$ cat config.mk
export PLATFORM = sky130hd
export DESIGN_NAME = mem_loader
export DESIGN_NICKNAME = d
export VERILOG_FILES = /design/src/rtl/loader_pkg.sv /design/src/rtl/loader_timer.sv /design/src/rtl/mem_loader.sv
export SDC_FILE = /design/constraint.sdc
export NUM_CORES = 1
export LEC_CHECK = 0
export ABC_AREA = 1
export CORE_UTILIZATION = 50
export CTS_BUF_LIST = sky130_fd_sc_hd__clkbuf_8
export DETAILED_ROUTE_END_ITERATION = 10
export PLACE_DENSITY = 0.78
export SYNTH_ARGS = -nofsm -noshare
export SYNTH_HDL_FRONTEND = slang
export SYNTH_SLANG_ARGS = --single-unit
$ cat constraint.sdc
create_clock -name clock -period 2.7 [get_ports clock]
set_clock_uncertainty 0.2 [all_clocks]
set_input_delay 0.81 -clock clock [delete_from_list [all_inputs] [get_ports clock]]
set_output_delay 0.81 -clock clock [all_outputs]
set_load 0.02 [all_outputs]
$ cat src/rtl/loader_pkg.sv
// Shared opcodes, FSM state encoding and default parameter values for the memory loader.
package loader_pkg;

  localparam int ADDR_W_DEF     = 9;
  localparam int DATA_W_DEF     = 16;
  localparam int WR_HOLD_DEF    = 4;
  localparam int RD_LAT_DEF     = 5;
  localparam int RUN_CYCLES_DEF = 120000;

  localparam logic [3:0] OP_IRAM1 = 4'd1;
  localparam logic [3:0] OP_IRAM2 = 4'd2;
  localparam logic [3:0] OP_DRAM  = 4'd3;
  localparam logic [3:0] OP_RUN   = 4'd4;
  localparam logic [3:0] OP_READ  = 4'd5;

  typedef enum logic [3:0] {
    S_IDLE,
    S_GET_ADDR,
    S_MODE,
    S_GET_DATA,
    S_WR_SETUP,
    S_WR_PULSE,
    S_WR_POST,
    S_RUN,
    S_RD_PULSE,
    S_RD_OUT,
    S_GAP
  } state_e;

  function automatic logic op_legal(input logic [3:0] op);
    return (op >= OP_IRAM1) && (op <= OP_READ);
  endfunction

endpackage

$ cat src/rtl/loader_timer.sv
// Loadable down-counter with zero flag; shared by the write pulse, read latency and run phases.
module loader_timer #(
  parameter int W = 17
) (
  input  logic         clock,
  input  logic         rst_n,
  input  logic         load,
  input  logic [W-1:0] load_val,
  input  logic         dec,
  output logic         zero
);

  logic [W-1:0] cnt_q, cnt_d;

  always_comb begin
    cnt_d = cnt_q;
    if (load) begin
      cnt_d = load_val;
    end else if (dec && (cnt_q != '0)) begin
      cnt_d = cnt_q - W'(1);
    end
  end

  always_ff @(posedge clock or negedge rst_n) begin
    if (!rst_n) begin
      cnt_q <= '0;
    end else begin
      cnt_q <= cnt_d;
    end
  end

  assign zero = (cnt_q == '0);

endmodule

$ cat src/rtl/mem_loader.sv
// Host-driven loader: decodes command headers and sequences IRAM/DRAM writes, DRAM readback
// and a timed processor run, one command at a time.
module mem_loader
  import loader_pkg::*;
#(
  parameter int ADDR_W     = ADDR_W_DEF,
  parameter int DATA_W     = DATA_W_DEF,
  parameter int WR_HOLD    = WR_HOLD_DEF,
  parameter int RD_LAT     = RD_LAT_DEF,
  parameter int RUN_CYCLES = RUN_CYCLES_DEF
) (
  input  logic              clock,
  input  logic              rst_n,
  input  logic [DATA_W-1:0] in_data,
  input  logic              in_valid,
  output logic              in_ready,
  output logic [DATA_W-1:0] out_data,
  output logic              out_valid,
  input  logic              out_ready,
  output logic              start,
  output logic              start_2,
  output logic              start_3,
  output logic              start_4,
  output logic [ADDR_W-1:0] addr_ext,
  output logic              iram_write_ext_1,
  output logic              iram_write_ext_2,
  output logic              dram_write_ext,
  output logic              read_en_ext,
  output logic [DATA_W-1:0] Data_in_ins,
  output logic [DATA_W-1:0] Data_in_dram,
  input  logic [DATA_W-1:0] dram_in,
  output logic              busy,
  output logic              err
);

  localparam int TMR_MAX0 = (WR_HOLD > RD_LAT) ? WR_HOLD : RD_LAT;
  localparam int TMR_MAX  = (RUN_CYCLES > TMR_MAX0) ? RUN_CYCLES : TMR_MAX0;
  localparam int TMR_W    = $clog2(TMR_MAX + 1);

  // Timer counts down to zero, so each phase loads its length minus one.
  localparam logic [TMR_W-1:0] WR_LOAD  = TMR_W'(WR_HOLD - 1);
  localparam logic [TMR_W-1:0] RD_LOAD  = TMR_W'(RD_LAT - 1);
  localparam logic [TMR_W-1:0] RUN_LOAD = TMR_W'(RUN_CYCLES - 1);

  state_e              state_q, state_d;
  logic [3:0]          op_q, op_d;
  logic [ADDR_W-1:0]   cnt_q, cnt_d;
  logic [ADDR_W-1:0]   base_q, base_d;
  logic [ADDR_W-1:0]   addr_q, addr_d;
  logic [DATA_W-1:0]   ins_q, ins_d;
  logic [DATA_W-1:0]   dram_q, dram_d;
  logic [DATA_W-1:0]   rdata_q, rdata_d;
  logic                err_q, err_d;

  logic                tmr_load, tmr_dec, tmr_zero;
  logic [TMR_W-1:0]    tmr_val;

  logic [3:0]          hdr_op;
  logic [ADDR_W-1:0]   hdr_cnt;
  logic                mode_on;
  logic                unused_hdr;

  assign hdr_op     = in_data[DATA_W-1 -: 4];
  assign hdr_cnt    = in_data[ADDR_W-1:0];
  assign unused_hdr = ^in_data[DATA_W-5:ADDR_W];

  loader_timer #(.W(TMR_W)) u_timer (
    .clock    (clock),
    .rst_n    (rst_n),
    .load     (tmr_load),
    .load_val (tmr_val),
    .dec      (tmr_dec),
    .zero     (tmr_zero)
  );

  always_comb begin
    state_d  = state_q;
    op_d     = op_q;
    cnt_d    = cnt_q;
    base_d   = base_q;
    addr_d   = addr_q;
    ins_d    = ins_q;
    dram_d   = dram_q;
    rdata_d  = rdata_q;
    err_d    = err_q;
    tmr_load = 1'b0;
    tmr_val  = '0;
    tmr_dec  = 1'b0;
    case (state_q)
      S_IDLE: begin
        if (in_valid) begin
          if (!op_legal(hdr_op)) begin
            err_d = 1'b1;
          end else if (hdr_op == OP_RUN) begin
            op_d     = hdr_op;
            state_d  = S_RUN;
            tmr_load = 1'b1;
            tmr_val  = RUN_LOAD;
          end else begin
            op_d    = hdr_op;
            cnt_d   = hdr_cnt;
            state_d = S_GET_ADDR;
          end
        end
      end
      S_GET_ADDR: begin
        if (in_valid) begin
          base_d  = in_data[ADDR_W-1:0];
          state_d = S_MODE;
        end
      end
      S_MODE: begin
        addr_d = base_q;
        if (cnt_q == '0) begin
          state_d = S_GAP;
        end else if (op_q == OP_READ) begin
          state_d  = S_RD_PULSE;
          tmr_load = 1'b1;
          tmr_val  = RD_LOAD;
        end else begin
          state_d = S_GET_DATA;
        end
      end
      S_GET_DATA: begin
        if (in_valid) begin
          if (op_q == OP_DRAM) begin
            dram_d = in_data;
          end else begin
            ins_d = in_data;
          end
          state_d = S_WR_SETUP;
        end
      end
      S_WR_SETUP: begin
        tmr_load = 1'b1;
        tmr_val  = WR_LOAD;
        state_d  = S_WR_PULSE;
      end
      S_WR_PULSE: begin
        if (tmr_zero) begin
          state_d = S_WR_POST;
        end else begin
          tmr_dec = 1'b1;
        end
      end
      S_WR_POST: begin
        addr_d  = addr_q + ADDR_W'(1);
        cnt_d   = cnt_q - ADDR_W'(1);
        state_d = (cnt_q == ADDR_W'(1)) ? S_GAP : S_GET_DATA;
      end
      S_RUN: begin
        if (tmr_zero) begin
          state_d = S_GAP;
        end else begin
          tmr_dec = 1'b1;
        end
      end
      S_RD_PULSE: begin
        if (tmr_zero) begin
          rdata_d = dram_in;
          state_d = S_RD_OUT;
        end else begin
          tmr_dec = 1'b1;
        end
      end
      S_RD_OUT: begin
        if (out_ready) begin
          addr_d = addr_q + ADDR_W'(1);
          cnt_d  = cnt_q - ADDR_W'(1);
          if (cnt_q == ADDR_W'(1)) begin
            state_d = S_GAP;
          end else begin
            state_d  = S_RD_PULSE;
            tmr_load = 1'b1;
            tmr_val  = RD_LOAD;
          end
        end
      end
      S_GAP: begin
        state_d = S_IDLE;
      end
      default: begin
        state_d = S_IDLE;
      end
    endcase
  end

  always_ff @(posedge clock or negedge rst_n) begin
    if (!rst_n) begin
      state_q <= S_IDLE;
      op_q    <= '0;
      cnt_q   <= '0;
      base_q  <= '0;
      addr_q  <= '0;
      ins_q   <= '0;
      dram_q  <= '0;
      rdata_q <= '0;
      err_q   <= 1'b0;
    end else begin
      state_q <= state_d;
      op_q    <= op_d;
      cnt_q   <= cnt_d;
      base_q  <= base_d;
      addr_q  <= addr_d;
      ins_q   <= ins_d;
      dram_q  <= dram_d;
      rdata_q <= rdata_d;
      err_q   <= err_d;
    end
  end

  // Mode strobes cover MODE through the last data/read state and drop in GAP.
  assign mode_on = (state_q == S_MODE)     || (state_q == S_GET_DATA) ||
                   (state_q == S_WR_SETUP) || (state_q == S_WR_PULSE) ||
                   (state_q == S_WR_POST)  || (state_q == S_RD_PULSE) ||
                   (state_q == S_RD_OUT);

  // Gated by rst_n so in_ready is also low while reset is held.
  assign in_ready = rst_n && ((state_q == S_IDLE) || (state_q == S_GET_ADDR) ||
                              (state_q == S_GET_DATA));

  assign start            = (state_q == S_RUN);
  assign start_2          = mode_on && ((op_q == OP_IRAM1) || (op_q == OP_IRAM2));
  assign start_3          = mode_on && (op_q == OP_DRAM);
  assign start_4          = mode_on && (op_q == OP_READ);
  assign iram_write_ext_1 = (state_q == S_WR_PULSE) && (op_q == OP_IRAM1);
  assign iram_write_ext_2 = (state_q == S_WR_PULSE) && (op_q == OP_IRAM2);
  assign dram_write_ext   = (state_q == S_WR_PULSE) && (op_q == OP_DRAM);
  assign read_en_ext      = (state_q == S_RD_PULSE);
  assign out_valid        = (state_q == S_RD_OUT);
  assign out_data         = rdata_q;
  assign addr_ext         = addr_q;
  assign Data_in_ins      = ins_q;
  assign Data_in_dram     = dram_q;
  assign busy             = (state_q != S_IDLE);
  assign err              = err_q;

endmodule

==> impl_metrics.ini, run 1 <==
[clock_network]
worstSkewPairLatency_ns = 0.37
clock_path_buffers = 2
root_buffer = clkbuf_8
cts.clk_slew.worst_paths_ns = 0.09
cts_buffers = 9
ctsHtreeMaxLevel = 3
clock-sinks = 101
tritoncts = built

[timing]
finalSetupTns_ns = 0
whs_ns = 0.294
fmax_ghz = 0.373
worst_pin_slew_ns = 0.715
setup_viol = 0
slew_viol_final = 0
timing.final.crit_share_pct = 99.2
finalWorstSetupSlack_ns = 0.0213
rsz0062_at_grt = yes
finalHoldViolCount = 0
relSlewSlack_pct = 52.3
period_minus_slack_ns = 2.68

[yosys]
synth_fp_nets = 692
syn_inst = 650
seq_area_frac_synth_pct = 47.1
ys_ff_latch = 101
postSynthAreaPerCell_sq_um = 8.25
syn_area_sq_mm = 0.00536
yosys_warnings = 0
ys_types = 39

[detailed_routing]
drt-total-wl_mm = 14.1
route.vias.total = 4872
dr.pass1.iters = 5
drtIter0Drc = 344
ant_nets = 0
drc = 0
vias_per_cell = 5.22
post_drt_wl_per_cell_microns = 15.1

[critical_path]
end_kind = output pin
start_kind = register
worstPathArrival_ns = 1.67
cp.required_ns = 1.69
crit_type = register to output pin
ff2ff_setup_slack_ns = 0.62
cp_max_fo = 4

[layout]
layout.nets = 834
antenna_cells = 0
instances_no_fill = 933
drive_above_1_share_pct = 18.1
area_growth_pct = 30.8
fillers = 880
final_cell_area_sq_mm = 0.00702

[placement]
placed_area_sq_mm = 0.00674
portBuffers = 104
place.gp.congestion = 0.920
placed_cells = 910
place_ws_ns = -0.0909
hpwl_mm = 10.4

[global_route]
grt_usage_pct = 26.2
first_global_vias = 4790
grt_first_pass_wirelength_mm = 23.1
grt_max_degree = 60
overflow = 0
antenna_found_initial = 0

[pwr]
vdd_drop_max_mv = 0.710
swShare_pct = 45.8
p_leak_nw = 3.38
p_per_area_mw_per_mm2 = 1200
p_sw_mw = 3.85
seqPwrFrac_pct = 31.9
p_int_mw = 4.55
p_clk_share_pct = 11.1
combPwrFrac_pct = 57.0

[worst_hold_path]
worst_hold_path_type = register to register

[outcome]
status = completed

[floorplanning]
fp.dieArea_sq_mm = 0.0111
placementRows = 37
die_w_microns = 106
fp.dieH_microns = 106
start_util_pct = 51.7
ios = 105
design.core.area_sq_mm = 0.0104

[run]
maxCapViolCount = 0
worst max-delay path, cell delays in order, from the launching register on:
cell and delay, ns:
dfrtp_2 0.47, nand2_4 0.10, inv_2 0.05, nand2_2 0.07
nand2_4 0.06, nor4_4 0.31, nor2_1 0.09, buf_4 0.16
through the flow:
step | utilization (%) | power, mW
after floorplan | - | 5.57
after CTS | 67.0 | 8.27
after detailed placement | 65.0 | 7.30
after global routing | 67.7 | 9.03
after global placement | 65.0 | 7.15
final | 67.7 | 8.41
path summary, 6_finish.rpt:
kind,from,endpoint,cells past startpoint
max,state_q[1],start_4,7
min,Data_in_ins[4],Data_in_ins[4],2
max reg2reg,state_q[0],state_q[3],10
min reg2reg,Data_in_ins[4],Data_in_ins[4],2
max in group asynchronous,rst_n,state_q[1],3
min in group asynchronous,rst_n,err,2
registers in the layout, indices dropped and copies added (netlist names):
signal         flops
addr_ext           9
out_data          16
cnt_q              9
base_q             9
Data_in_dram      16
u_timer.cnt_q     17
Data_in_ins       16
op_q               4
err                1
state_q            4
logic make-up after synthesis:
kind of cell	synth area share [%]
AOI/OAI and AO/OA	10.2
buffers and inverters	6.72
DFF	47.1
xor gates and xnor gates	2.12
muxes	4.06
and+or+nand+nor	28.3
adders and majority gates	1.40
routing by layer:
metal	vias to the layer above	GRT usage [%]	wire (microns)
li1	2370	-	-
met1	2340	34.7	6130
met2	146	43.6	6770
met3	16	6.37	939
met4	0	6.25	235
met5	-	0	0
cell usage in the layout, fill, tap and decap left out, types with 3 or more instances in the layout:
cell type,instances
nand2_4,7
mux2_4,10
nor2_1,82
nand4_1,4
clkdlybuf4s50_1,92
dfrtp_1,100
o21ai_0,54
xor2_1,11
nor2_2,3
mux2_2,6
inv_2,11
buf_2,3
clkbuf_8,9
nand3_4,3
nor3_1,5
nand3_1,38
buf_4,46
nor2_4,7
ha_1,6
nand2_2,15
a21oi_1,24
clkdlybuf4s15_1,3
o21ai_1,12
nand2_1,160
inv_1,49
Yosys cell counts:
| master | count | area share (%) |
|---|---|---|
| nand2_1 | 161 | 11 |
| dfrtp_1 | 101 | 47 |
| nor2_1 | 83 | 5.8 |
| o21ai_0 | 55 | 5.1 |
| inv_1 | 51 | 3.6 |
| nand3_1 | 39 | 3.6 |
| a21oi_1 | 25 | 2.3 |
| nand2_2 | 16 | 1.9 |
| o21ai_1 | 12 | 1.1 |
| xor2_1 | 11 | 1.8 |
| inv_2 | 10 | 0.70 |
| mux2_4 | 10 | 2.8 |
| buf_2 | 8 | 0.75 |
| ha_1 | 6 | 1.4 |
| mux2_2 | 6 | 1.3 |
| nor2_4 | 6 | 1.3 |
| nand2_4 | 5 | 1.0 |
| nor3_1 | 5 | 0.47 |
| nand4_1 | 4 | 0.47 |
| buf_4 | 3 | 0.42 |
| buf_6 | 3 | 0.63 |
| nand3_4 | 3 | 0.98 |
| nor2_2 | 3 | 0.35 |
| a22oi_1 | 2 | 0.28 |
| a31oi_1 | 2 | 0.23 |
| clkbuf_1 | 2 | 0.14 |
| clkbuf_8 | 2 | 0.51 |
| nand3b_1 | 2 | 0.28 |
| nor3_2 | 2 | 0.37 |
| o22ai_1 | 2 | 0.23 |
| xnor2_1 | 2 | 0.33 |
| a21boi_0 | 1 | 0.14 |
| nand3_2 | 1 | 0.19 |
| nor4_2 | 1 | 0.23 |
| o211ai_1 | 1 | 0.14 |
| o21ai_2 | 1 | 0.16 |
| o21ai_4 | 1 | 0.30 |
| o21bai_1 | 1 | 0.14 |
| or2_2 | 1 | 0.12 |
area by class of cell:
class | count | area [sq um] | area share [%]
Timing Repair Buffer | 149 | 1360 | 19.4
Inverter | 61 | 231 | 3.30
Clock buffer | 9 | 124 | 1.77
Multi-Input combinational cell | 470 | 2530 | 36.1
Sequential cell | 101 | 2530 | 36.0
Tap cell | 136 | 170 | 2.43
Clock inverter | 7 | 67.6 | 0.963
power by group through the flow:
| stage | Combinational (mW) | Sequential [mW] | Clock [mW] |
|---|---|---|---|
| 2_1_floorplan | 2.54 | 3.03 | 0 |
| 3_3_place_gp | 4.50 | 2.65 | 0 |
| 3_5_place_dp | 4.62 | 2.68 | 0 |
| 4_1_cts | 4.66 | 2.66 | 0.948 |
| 5_1_grt | 5.28 | 2.76 | 0.996 |
| 6_report | 4.79 | 2.68 | 0.930 |
timing repair:
item                                    4_1_cts  5_1_grt
pin swaps                                     0        5
hold buffers                                  0        0
setup buffers                                 1        6
gates resized for setup                      32       25
endpoints found under the setup margin       11       10
No activity file was read; power rests on OpenSTA's default activity.
==> run 2: changes to the inputs <==
--- a/config.mk
+++ b/config.mk
@@ -6,10 +6,11 @@
 export NUM_CORES = 1
 export LEC_CHECK = 0
 export ABC_AREA = 1
-export CORE_UTILIZATION = 50
+export CORE_UTILIZATION = 49
 export CTS_BUF_LIST = sky130_fd_sc_hd__clkbuf_8
+export CTS_CLUSTER_DIAMETER = 120
 export DETAILED_ROUTE_END_ITERATION = 10
-export PLACE_DENSITY = 0.78
+export PLACE_DENSITY = 0.79
 export SYNTH_ARGS = -nofsm -noshare
 export SYNTH_HDL_FRONTEND = slang
 export SYNTH_SLANG_ARGS = --single-unit
==> constraint.sdc (replaced) <==
create_clock -name clock -period 2.1 [get_ports clock]
set_clock_uncertainty 0.2 [all_clocks]
set_input_delay 0.63 -clock clock [delete_from_list [all_inputs] [get_ports clock]]
set_output_delay 0.63 -clock clock [all_outputs]
set_load 0.02 [all_outputs]
==> run 2 against run 1 <==
Largest cell class unchanged. The flow now finishes with violations (negative setup slack). Critical path type unchanged. Register-to-register slack lost 0.59 ns. Final area grew 8.5%. Hold slack lost 0.093 ns. Critical endpoint is now start_2.
==> impl_metrics.ini, run 2 (synthesis results as in run 1) <==
[timing]
relSlewSlack_pct = 53.4
finalHoldViolCount = 0
rsz0062_at_grt = yes
timing.final.crit_share_pct = 126
finalWorstSetupSlack_ns = -0.552
period_minus_slack_ns = 2.65
setup_viol = 11
worst_pin_slew_ns = 0.699
fmax_ghz = 0.377
slew_viol_final = 0

[layout]
antenna_cells = 0
largest_register_ffs = 17
drive_above_1_share_pct = 25.9
final_cell_mix = nand2_1 (156), dfrtp_1 (98), buf_4 (76), nor2_1 (75), dlygate4sd2_1 (58)
regMostFlops = u_timer.cnt_q
area_growth_pct = 41.9
layout_commonest_cell = nand2_1
layout.nets = 883

[floorplanning]
fp.dieH_microns = 107
start_util_pct = 51.3
fp.dieArea_sq_mm = 0.0114
die_w_microns = 107
design.core.area_sq_mm = 0.0105
ios = 105
placementRows = 37

[run]
maxCapViolCount = 0

[critical_path]
worstPathArrival_ns = 1.82
ff2ff_setup_slack_ns = 0.03
r2r-start = state_q[2]
crit_type = register to output pin
cp.required_ns = 1.27
r2r-end = u_timer.cnt_q[1]
r2r_cells = 13
cp_max_fo = 3
end_kind = output pin
start_kind = register

[clock_network]
cts.clk_slew.worst_paths_ns = 0.11
cts_buffers = 9
worstSkewPairLatency_ns = 0.37
tritoncts = built
root_buffer = clkbuf_8
cts_hold_buf = 0
clock_path_buffers = 2
clock-sinks = 101
ctsHtreeMaxLevel = 3

[global_route]
overflow = 0
grt_max_degree = 54
first_global_vias = 5125
grt_usage_pct = 27.6
grt_first_pass_wirelength_mm = 24.5
antenna_found_initial = 0

[detailed_routing]
vias_per_cell = 5.26
post_drt_wl_per_cell_microns = 16.0
route.vias.total = 5161
drtIter0Drc = 385
drc = 0
dr.pass1.iters = 5
ant_nets = 0
drt-total-wl_mm = 15.7

[pwr]
combPwrFrac_pct = 58.3
swShare_pct = 45.4
p_leak_nw = 3.86
p_int_mw = 6.37
vdd_drop_max_mv = 0.792
p_per_area_mw_per_mm2 = 1530
total_power_mw = 11.7
p_sw_mw = 5.30
seqPwrFrac_pct = 29.8
p_clk_share_pct = 11.9

[worst_hold_path]
worst_hold_path_type = primary input to asynchronous set/reset pin

[placement]
hpwl_mm = 10.7
portBuffers = 104
place_ws_ns = -0.422
place.gp.congestion = 0.906

[outcome]
violations = negative setup slack
status = finished, violations left
run 2: cell types whose count changed in the layout (fill, tap and decap cells not counted), sizes merged, moves of 2 or more:
cell           delta
buf              +51
bufinv            +2
clkbuf            -2
clkdlybuf4s15     -2
clkdlybuf4s50    -61
dlygate4sd2      +58
dlymetal6s2s      +3
inv               -3
run 2: critical path, stage by stage (launching register included):
cell and delay (ns):
dfrtp_2 0.47, nand2_4 0.12, inv_4 0.06, nand2_4 0.08
nand2_4 0.06, nor4_4 0.33, buf_4 0.17, a21oi_2 0.03
buf_4 0.15
run 2: repair_timing:
action,in CTS,in global routing
gates cloned,0,2
pin swaps,5,16
setup buffers,18,21
setup endpoints to repair,79,50
gates resized for setup,132,54
run 2: worst max-delay path by stage:
stage,to,startpoint,depth (start not counted),slack [ns]
3_5_place_dp,start_2,state_q[1],8,-0.42
6_report,start_2,state_q[2],8,-0.55
5_1_grt,start_2,state_q[2],9,-0.62
2_1_floorplan,start_2,state_q[0],8,-0.007
3_3_place_gp,start_2,state_q[1],8,-0.36
4_1_cts,start_2,state_q[1],9,-0.47
run 2: power groups by stage:
stage	Sequential, mW	Clock [mW]	Combinational [mW]
after global routing	3.58	1.48	7.42
after detailed placement	3.45	0	6.23
after floorplan	3.89	0	3.32
after CTS	3.44	1.41	6.26
after global placement	3.42	0	6.03
final	3.48	1.39	6.80
run 2: layout make-up:
type	instances	area [sq um]
Fill cell	804	2850
Timing Repair inverter	1	5.00
Multi-Input combinational cell	471	2640
Sequential cell	101	2530
Clock inverter	7	98.8
Timing Repair Buffer	196	1800
Clock buffer	9	124
Inverter	61	240
Tap cell	136	170
run 2: through the flow:
stage	hold WS, ns	cells	utilization (%)	setup TNS (ns)	cell area, sq um
finish	0.201	982	72.7	-3.71	7610
global route	0.265	982	72.7	-4.83	7610
CTS	0.216	965	69.9	-3.49	7310
detailed placement	0.265	933	66.8	-21.21	6980
global placement	0.261	933	66.8	-16.70	6980
floorplan	0.134	650	-	-0.00716	5380
run 2: per-layer routing:
metal / vias to the layer above / track usage [%] / wire [microns]
li1: 2462 / - / -
met1: 2487 / 36.0 / 6690
met2: 171 / 45.2 / 7600
met3: 41 / 5.29 / 838
met4: 0 / 11.4 / 552
met5: - / 0 / 0
==> run 3: changes to the inputs <==
--- a/config.mk
+++ b/config.mk
@@ -13,4 +13,5 @@
 export PLACE_DENSITY = 0.79
 export SYNTH_ARGS = -nofsm -noshare
 export SYNTH_HDL_FRONTEND = slang
+export SYNTH_HIERARCHICAL = 1
 export SYNTH_SLANG_ARGS = --single-unit
==> run 3 against run 2 <==
The flow still finishes with violations (negative setup slack). Sequential power decreased by 3%. Critical path depth is 2 lower. Register-to-register slack worse by 0.13 ns. Final area increased by 8.2%. Area after synthesis is 2.9% higher. Flip-flop and latch count stayed put. Total power rose by 6.7%. First-iteration DRC count rose by 32%. Highest routed layer unchanged.
==> impl_metrics.ini, run 3 <==
[yosys]
ys_ff_latch = 101
syn_area_sq_mm = 0.00552
synth_area_leader_cell = dfrtp_1
syn_inst = 732
synth_xor_area_share_pct = 0.635
async_reset_ff_share_pct = 100
synth_top_area_share_pct = 45.8
synthAdderAreaFrac_pct = 1.13
yosys_warnings = 6
synth_simple_gate_area_share_pct = 31.8
postSynthAreaPerCell_sq_um = 7.54
synth-compound-area-share_pct = 9.41
yosys-top-cells-count = nand2_1 (247), dfrtp_1 (101), nor2_1 (76), inv_1 (75), o21ai_0 (56)
synth_ff_type = dfrtp_1
synth_top_family_by_area = simple AND/OR/NAND/NOR gates
synth.most_common_cell = nand2_1
seq_area_frac_synth_pct = 45.8
synth_mux_area_share_pct = 3.27
ys_types = 34
synthTopCellsByArea = dfrtp_1 (46%), nand2_1 (17%), nor2_1 (5.2%)
synth_edf_count = 0

[floorplanning]
placementRows = 38
fp.dieH_microns = 108
ios = 105
die_w_microns = 108
fp.dieArea_sq_mm = 0.0117
start_util_pct = 50.7
design.core.area_sq_mm = 0.0109

[global_route]
grt_usage_pct = 29.2
overflow = 0
grt_first_pass_wirelength_mm = 26.6
first_global_vias = 5673
antenna_found_initial = 0
grt_max_degree = 46

[detailed_routing]
vias_per_cell = 5.35
drtIter0Drc = 510
drc = 0
ant_nets = 0
drt-total-wl_mm = 17.4
route.vias.total = 5813
post_drt_wl_per_cell_microns = 16.0
dr.pass1.iters = 5

[placement]
hpwl_mm = 10.7
place_ws_ns = -0.564
place.gp.congestion = 0.919
portBuffers = 104

[layout]
largest_register_ffs = 17
final_cell_mix = nand2_1 (226), dfrtp_1 (97), buf_4 (84), dlygate4sd2_1 (58), nor2_1 (57)
area_growth_pct = 49.2
antenna_cells = 0
layout.nets = 983
regMostFlops = u_timer/cnt_q
layout_commonest_cell = nand2_1
drive_above_1_share_pct = 29.6
fillers = 737

[clock_network]
worstSkewPairLatency_ns = 0.39
cts_buffers = 9
clock-sinks = 101
clock_path_buffers = 2
tritoncts = built
root_buffer = clkbuf_8
cts.clk_slew.worst_paths_ns = 0.12
ctsHtreeMaxLevel = 3

[pwr]
vdd_drop_max_mv = 0.856
p_per_area_mw_per_mm2 = 1510
p_leak_nw = 4.32

[outcome]
status = finished, violations left
violations = negative setup slack

[critical_path]
crit_type = register to output pin
start_kind = register
worstPathArrival_ns = 1.58
end_kind = output pin
cp.required_ns = 1.27
cp_max_fo = 4

[timing]
period_minus_slack_ns = 2.41
worst_pin_slew_ns = 0.616
timing.final.crit_share_pct = 115
whs_ns = 0.0427
relSlewSlack_pct = 58.9
rsz0062_at_grt = yes
setup_viol = 27
slew_viol_final = 0
fmax_ghz = 0.414
finalWorstSetupSlack_ns = -0.314
finalHoldViolCount = 0

[worst_hold_path]
worst_hold_path_type = primary input to asynchronous set/reset pin

[run]
maxCapViolCount = 0
==> run 3: worst max-delay path: stages, from the launching register on <==
cell and delay (ns):
dfrtp_2 0.48, nor2_4 0.15, nand3_1 0.10, o21ai_2 0.08, inv_2 0.08, a22oi_2 0.13
buf_4 0.16
==> run 3: power breakdown <==
part	leakage (nW)	switching, mW	internal, mW
combinational	2.94	4.42	3.34
clock	0.106	0.816	0.482
sequential	1.28	0.673	2.72
total	4.32	5.91	6.54
==> run 3: layout make-up <==
class / count / area, sq um / share of cell area [%]
clock buffer: 9 / 124 / 1.50
tap: 140 / 175 / 2.13
timing repair inverter: 1 / 16.3 / 0.198
timing repair buffer: 211 / 2020 / 24.5
inverter: 81 / 325 / 3.95
clock inverter: 7 / 88.8 / 1.08
multi-input combinational: 537 / 2950 / 35.9
sequential: 101 / 2530 / 30.8
==> run 3: per-layer routing <==
layer  track usage, %  part of all wire (%)  vias up  wire length (microns)
li1                 -                     -     2735                      -
met3             6.09                   5.7       62                    998
met2             51.0                    51      231                   8890
met1             34.2                    40     2785                   6880
met4             14.1                   3.7        0                    639
met5                0                     0        -                      0
==> run 3: stage by stage <==
stage	setup TNS (ns)	util [%]	area, sq um	cells	total power [mW]
2_1_floorplan	-0.124	-	5570	736	6.98
3_3_place_gp	-15.53	66.3	7220	1029	9.16
3_5_place_dp	-18.65	66.3	7220	1029	9.41
4_1_cts	-3.96	72.4	7880	1069	11.5
5_1_grt	-5.89	75.6	8230	1087	13.2
6_report	-3.99	75.6	8230	1087	12.4
==> run 3: cell families after synthesis <==
logic type | count (synthesis)
other | 1
AOI/OAI and AO/OA | 95
DFF | 101
xor gates and xnor gates | 4
muxes | 16
buffers and inverters | 100
adders and majority gates | 5
and+or+nand+nor | 410
==> run 3: final timing paths <==
| path | startpoint | to | slack, ns | cells past startpoint |
|---|---|---|---|---|
| max | state_q[2] | start_2 | -0.31 | 6 |
| min in group clock | Data_in_ins[14] | Data_in_ins[14] | 0.29 | 2 |
| max in group asynchronous | rst_n | state_q[0] | 0.72 | 3 |
| min | rst_n | addr_ext[7] | 0.04 | 2 |
| min reg2reg | Data_in_ins[14] | Data_in_ins[14] | 0.29 | 2 |
| max reg2reg | state_q[1] | u_timer/cnt_q[9] | -0.10 | 16 |
==> run 3: repair_timing <==
action	4_1_cts	5_1_grt
endpoints found under the setup margin	89	62
resized for setup	187	75
buffers inserted	18	20
cloned	6	3
pin swaps	7	25
hold buffers	0	0
hold endpoints to repair	0	0
==> edit 1, RTL diff (settings of run 2) <==
The package constant `WR_HOLD_DEF` goes from 4 to 8.
--- a/src/rtl/loader_pkg.sv
+++ b/src/rtl/loader_pkg.sv
@@ -4,5 +4,5 @@
   localparam int ADDR_W_DEF     = 9;
   localparam int DATA_W_DEF     = 16;
-  localparam int WR_HOLD_DEF    = 4;
+  localparam int WR_HOLD_DEF    = 8;
   localparam int RD_LAT_DEF     = 5;
   localparam int RUN_CYCLES_DEF = 120000;
Behaviour: no difference found for any inputs over 4 cycles, from zero or initial values and one cycle with rst_n low; that may be too few to reach the edited logic, so the function may still have changed.
==> edit 1 against run 2 <==
- the flow still finishes with violations (setup timing)
- sequential power fell by 1%
- cell area grew 1.5%
- register-to-register slack improved by 0.02 ns
- clock power shrank 13%
- total power up 1.5%
- wire length is essentially flat
- sequential cell count unchanged
- setup slack got worse by 0.033 ns
- utilization is 1.5 points lower
- area after synthesis grew 1.8%
- critical path depth unchanged
- critical path type unchanged
- largest power group unchanged
==> edit 1: results (changes against run 2) <==
| Metric | Value |
|---|---|
| Layout Cells excl Fill | 1,030 (was 982) |
| Avg Cell Area, Syn | 7.80 um^2 (was 8.25 um^2) |
| Final Setup Violations | 11 (unchanged) |
| Setup TNS | -3.34 ns (was -3.71 ns) |
| TritonRoute pass-1 iters | 4 (was 5) |
| Placed Cells | 993 (was 933) |
| Layout area overhead | 41.5% (was 41.9%) |
| Initial detailed-routing violation count | 342 (was 385) |
| Net Count, Synth | 742 (was 692) |
| WL final | 15,700 um (about the same) |
| Register area share after synthesis | 46.3% (was 47.1%) |
| Final nets | 928 (was 883) |
| Run status | finished with violations (unchanged) |
| CP Data Arrival Time | 1.85 ns (was 1.82 ns) |
| Detail Placement HPWL | 11,100 um (was 10,700 um) |
| Detailed-route via count | 5,312 (was 5,161) |
| LEAKAGE | 3.90 nW (was 3.86 nW) |
| Largest cells by area after synthesis | dfrtp_1 46%, nand2_1 13%, o21ai_0 6.3% (was dfrtp_1 47%, nand2_1 11%, nor2_1 5.8%) |
| Post-synth top cells | 187 x nand2_1, 101 x dfrtp_1, 89 x nor2_1 (was 161 x nand2_1, 101 x dfrtp_1, 83 x nor2_1) |
| Mux contribution to synthesized area | 0% (was 4.06%) |
| Relative slew margins | 35.6% (was 53.4%) |
| Largest net degree at the start of global routing | 73 (was 54) |
| Cts repair resizes | 151 (was 132) |
| Failing checks | setup timing (unchanged) |
| Final setup margin | -0.585 ns (was -0.552 ns) |
| Synth Area in Compound Gates | 11.7% (was 10.2%) |
| GP Congestion | 0.958 (was 0.906) |
| First-pass GRT wire length | 24,600 um (was 24,500 um) |
| Adder-cell share of the synthesized area | 1.38% (was 1.40%) |
| Post-CTS Setup Inserts | 10 (was 18) |
| Dpl ws | -0.614 ns (was -0.422 ns) |
edit 1: cell types whose count changed in the layout (fill, tap and decap cells not counted), sizes merged, moves of 3 or more:
cell	delta
o21ai	+11
inv	+21
xor2	-4
nor2	+8
mux2	-16
nand2	+24
nand3b	+3
nand3	+3
edit 1: power by group through the flow:
stage	logic, mW	clock network (mW)	registers [mW]
final	7.20	1.21	3.43
after floorplan	3.41	0	3.87
after detailed placement	6.53	0	3.43
after CTS	6.67	1.23	3.39
after global routing	7.83	1.30	3.53
after global placement	6.33	0	3.39
edit 1: final cells by class:
type	count	area share [%]
Clock buffer	9	1.60
Clock inverter	6	0.729
Inverter	80	4.12
Multi-Input combinational cell	500	35.1
Sequential cell	101	32.8
Tap cell	140	2.27
Timing Repair Buffer	194	23.4
edit 1: layer usage:
metal	global-route usage (%)	part of all wire, %	wire length [um]	vias to the layer above
met3	5.27	5.2	814	32
met1	35.6	43	6760	2525
met4	9.10	2.0	307	0
met5	0	0	0	-
met2	45.9	50	7790	166
li1	-	-	-	2589
edit 1: logic make-up (layout without fill, tap and decap cells):
group / count (synthesis) / after routing
DFF: 101 / 101
adders and majority gates: 6 / 6
AOI/OAI and AO/OA: 115 / 115
buffers and inverters: 99 / 289
and+or+nand+nor: 370 / 370
xor gates and xnor gates: 9 / 9
edit 1: final timing paths:
kind	start	end	cells past startpoint	slack [ns]
worst max-delay path	state_q[1]	start_3	8	-0.58
worst min-delay path	rst_n	err	2	0.09
worst max register to register	state_q[1]	cnt_q[6]	12	0.05
worst min register to register	Data_in_ins[1]	Data_in_ins[1]	2	0.29
max in group asynchronous	rst_n	Data_in_dram[9]	3	0.32
min in group clock	Data_in_ins[1]	Data_in_ins[1]	2	0.29
==> edit 2, RTL diff (config.mk and constraints of run 2) <==
Without the edit above. Re-encode `state_e` (11 states) as one-hot, 11 bits wide.
--- a/src/rtl/loader_pkg.sv
+++ b/src/rtl/loader_pkg.sv
@@ -14,16 +14,16 @@
   localparam logic [3:0] OP_READ  = 4'd5;
 
-  typedef enum logic [3:0] {
-    S_IDLE,
-    S_GET_ADDR,
-    S_MODE,
-    S_GET_DATA,
-    S_WR_SETUP,
-    S_WR_PULSE,
-    S_WR_POST,
-    S_RUN,
-    S_RD_PULSE,
-    S_RD_OUT,
-    S_GAP
+  typedef enum logic [10:0] {
+    S_IDLE     = 11'b00000000001,
+    S_GET_ADDR = 11'b00000000010,
+    S_MODE     = 11'b00000000100,
+    S_GET_DATA = 11'b00000001000,
+    S_WR_SETUP = 11'b00000010000,
+    S_WR_PULSE = 11'b00000100000,
+    S_WR_POST  = 11'b00001000000,
+    S_RUN      = 11'b00010000000,
+    S_RD_PULSE = 11'b00100000000,
+    S_RD_OUT   = 11'b01000000000,
+    S_GAP      = 11'b10000000000
   } state_e;
 
Formal check against the unedited RTL: no difference found for any inputs over 4 cycles, from zero or initial values and one cycle with rst_n low; so few cycles prove little.
==> edit 2 against run 2 <==
- the flow still finishes with violations (setup timing)
- first-iteration DRC count is 4.4% lower
- setup slack got worse by 0.30 ns
- area after synthesis up 6.9%
- cell area is 8.4% higher
- sequential cell count up 7
- wire length is 11% higher
- total power shrank 29%
- sequential share of layout area fell by 0.48 points
- critical path type unchanged
- largest power group unchanged
- highest routed layer is now met5
==> edit 2: results (changes against run 2) <==
| Metric | Value |
|---|---|
| Run status | finished with violations (unchanged) |
| Failing checks | setup timing (unchanged) |
| Number of global-route vias before repair | 5,288 (was 5,125) |
| Largest net degree at the start of global routing | 67 (was 54) |
| Reg-to-reg setup timing slack | -0.25 ns (was 0.03 ns) |
| Post-CTS Setup Inserts | 15 (was 18) |
| Final nets | 979 (was 883) |
| Dpl ws | -0.653 ns (was -0.422 ns) |
| Placed Area | 0.00746 mm^2 (was 0.00698 mm^2) |
| Setup TNS | -13.51 ns (was -3.71 ns) |
| CP peak stage delay | 0.42 ns (was 0.47 ns) |
| Layout Cells excl Fill | 1,085 (was 982) |
| Slew at the pin closest to its max-slew limit | 0.826 ns (was 0.699 ns) |
| Net Count, Synth | 788 (was 692) |
| Register area share after synthesis | 47.2% (was 47.1%) |
| FILL cells | 848 (was 804) |
| Final setup margin | -0.857 ns (was -0.552 ns) |
| Worst r2r src | state_q[1] (was state_q[2]) |
| Initial detailed-routing violation count | 368 (was 385) |
| Worst hold margin | 0.0836 ns (was 0.201 ns) |
| Placed Cells | 1,040 (was 933) |
| Combinational cell power | 3.99 mW (was 6.80 mW) |
| Cts repair resizes | 171 (was 132) |
| RR Endpoint | state_q[3] (was u_timer.cnt_q[1]) |
| Post-synth top cells | 237 x nand2_1, 107 x dfrtp_1, 82 x nor2_1 (was 161 x nand2_1, 101 x dfrtp_1, 83 x nor2_1) |
| Clk_lat worst skew | 0.41 ns (was 0.37 ns) |
| Power per Cell Area | 1010 mW/mm^2 (was 1530 mW/mm^2) |
| Worst VDD drop | 0.695 mV (was 0.792 mV) |
| Detailed-route via count | 5,696 (was 5,161) |
| Critical-path top delay cell | dfrtp_1 (was dfrtp_2) |
| Fraction of layout cells with a size suffix above 1 | 23.5% (was 25.9%) |
| Sw frac | 43.0% (was 45.4%) |
| Mux contribution to synthesized area | 0% (was 4.06%) |
| FF+latch area | 0.00270 mm^2 (was 0.00253 mm^2) |
| GRT Util Overall | 27.1% (was 27.6%) |
| GP Congestion | 0.884 (was 0.906) |
| Adder-cell share of the synthesized area | 1.31% (was 1.40%) |
| DR WL/cell | 16.0 um (about the same) |
| Initial antenna violation count | 1 (was 0) |
| Final Setup Violations | 54 (was 11) |
==> edit 2: cell count changes after synthesis, moves of 5 or more <==
cell	before	now
mux2_4	10	0
xnor2_1	2	8
xor2_1	11	16
inv_1	51	70
nand3_1	39	60
o21ai_0	55	64
inv_2	10	5
nand2_1	161	237
a21oi_1	25	3
dfrtp_1	101	107
nor2_2	3	9
mux2_2	6	0
nand2_2	16	8
==> edit 2: final cells by class <==
class / instances / share of cell area [%]
tap: 143 / 2.17
multi-input combinational: 543 / 36.2
clock buffer: 9 / 1.50
timing repair buffer: 200 / 22.9
clock inverter: 7 / 0.895
inverter: 75 / 3.56
sequential: 108 / 32.8
==> edit 2: routing by layer <==
| layer | vias to the layer above | track usage (%) | share of wire, % |
|---|---|---|---|
| met5 | - | 0 | 0.075 |
| li1 | 2741 | - | - |
| met1 | 2741 | 33.6 | 40 |
| met2 | 169 | 45.5 | 51 |
| met4 | 2 | 8.74 | 2.9 |
| met3 | 43 | 8.11 | 5.6 |
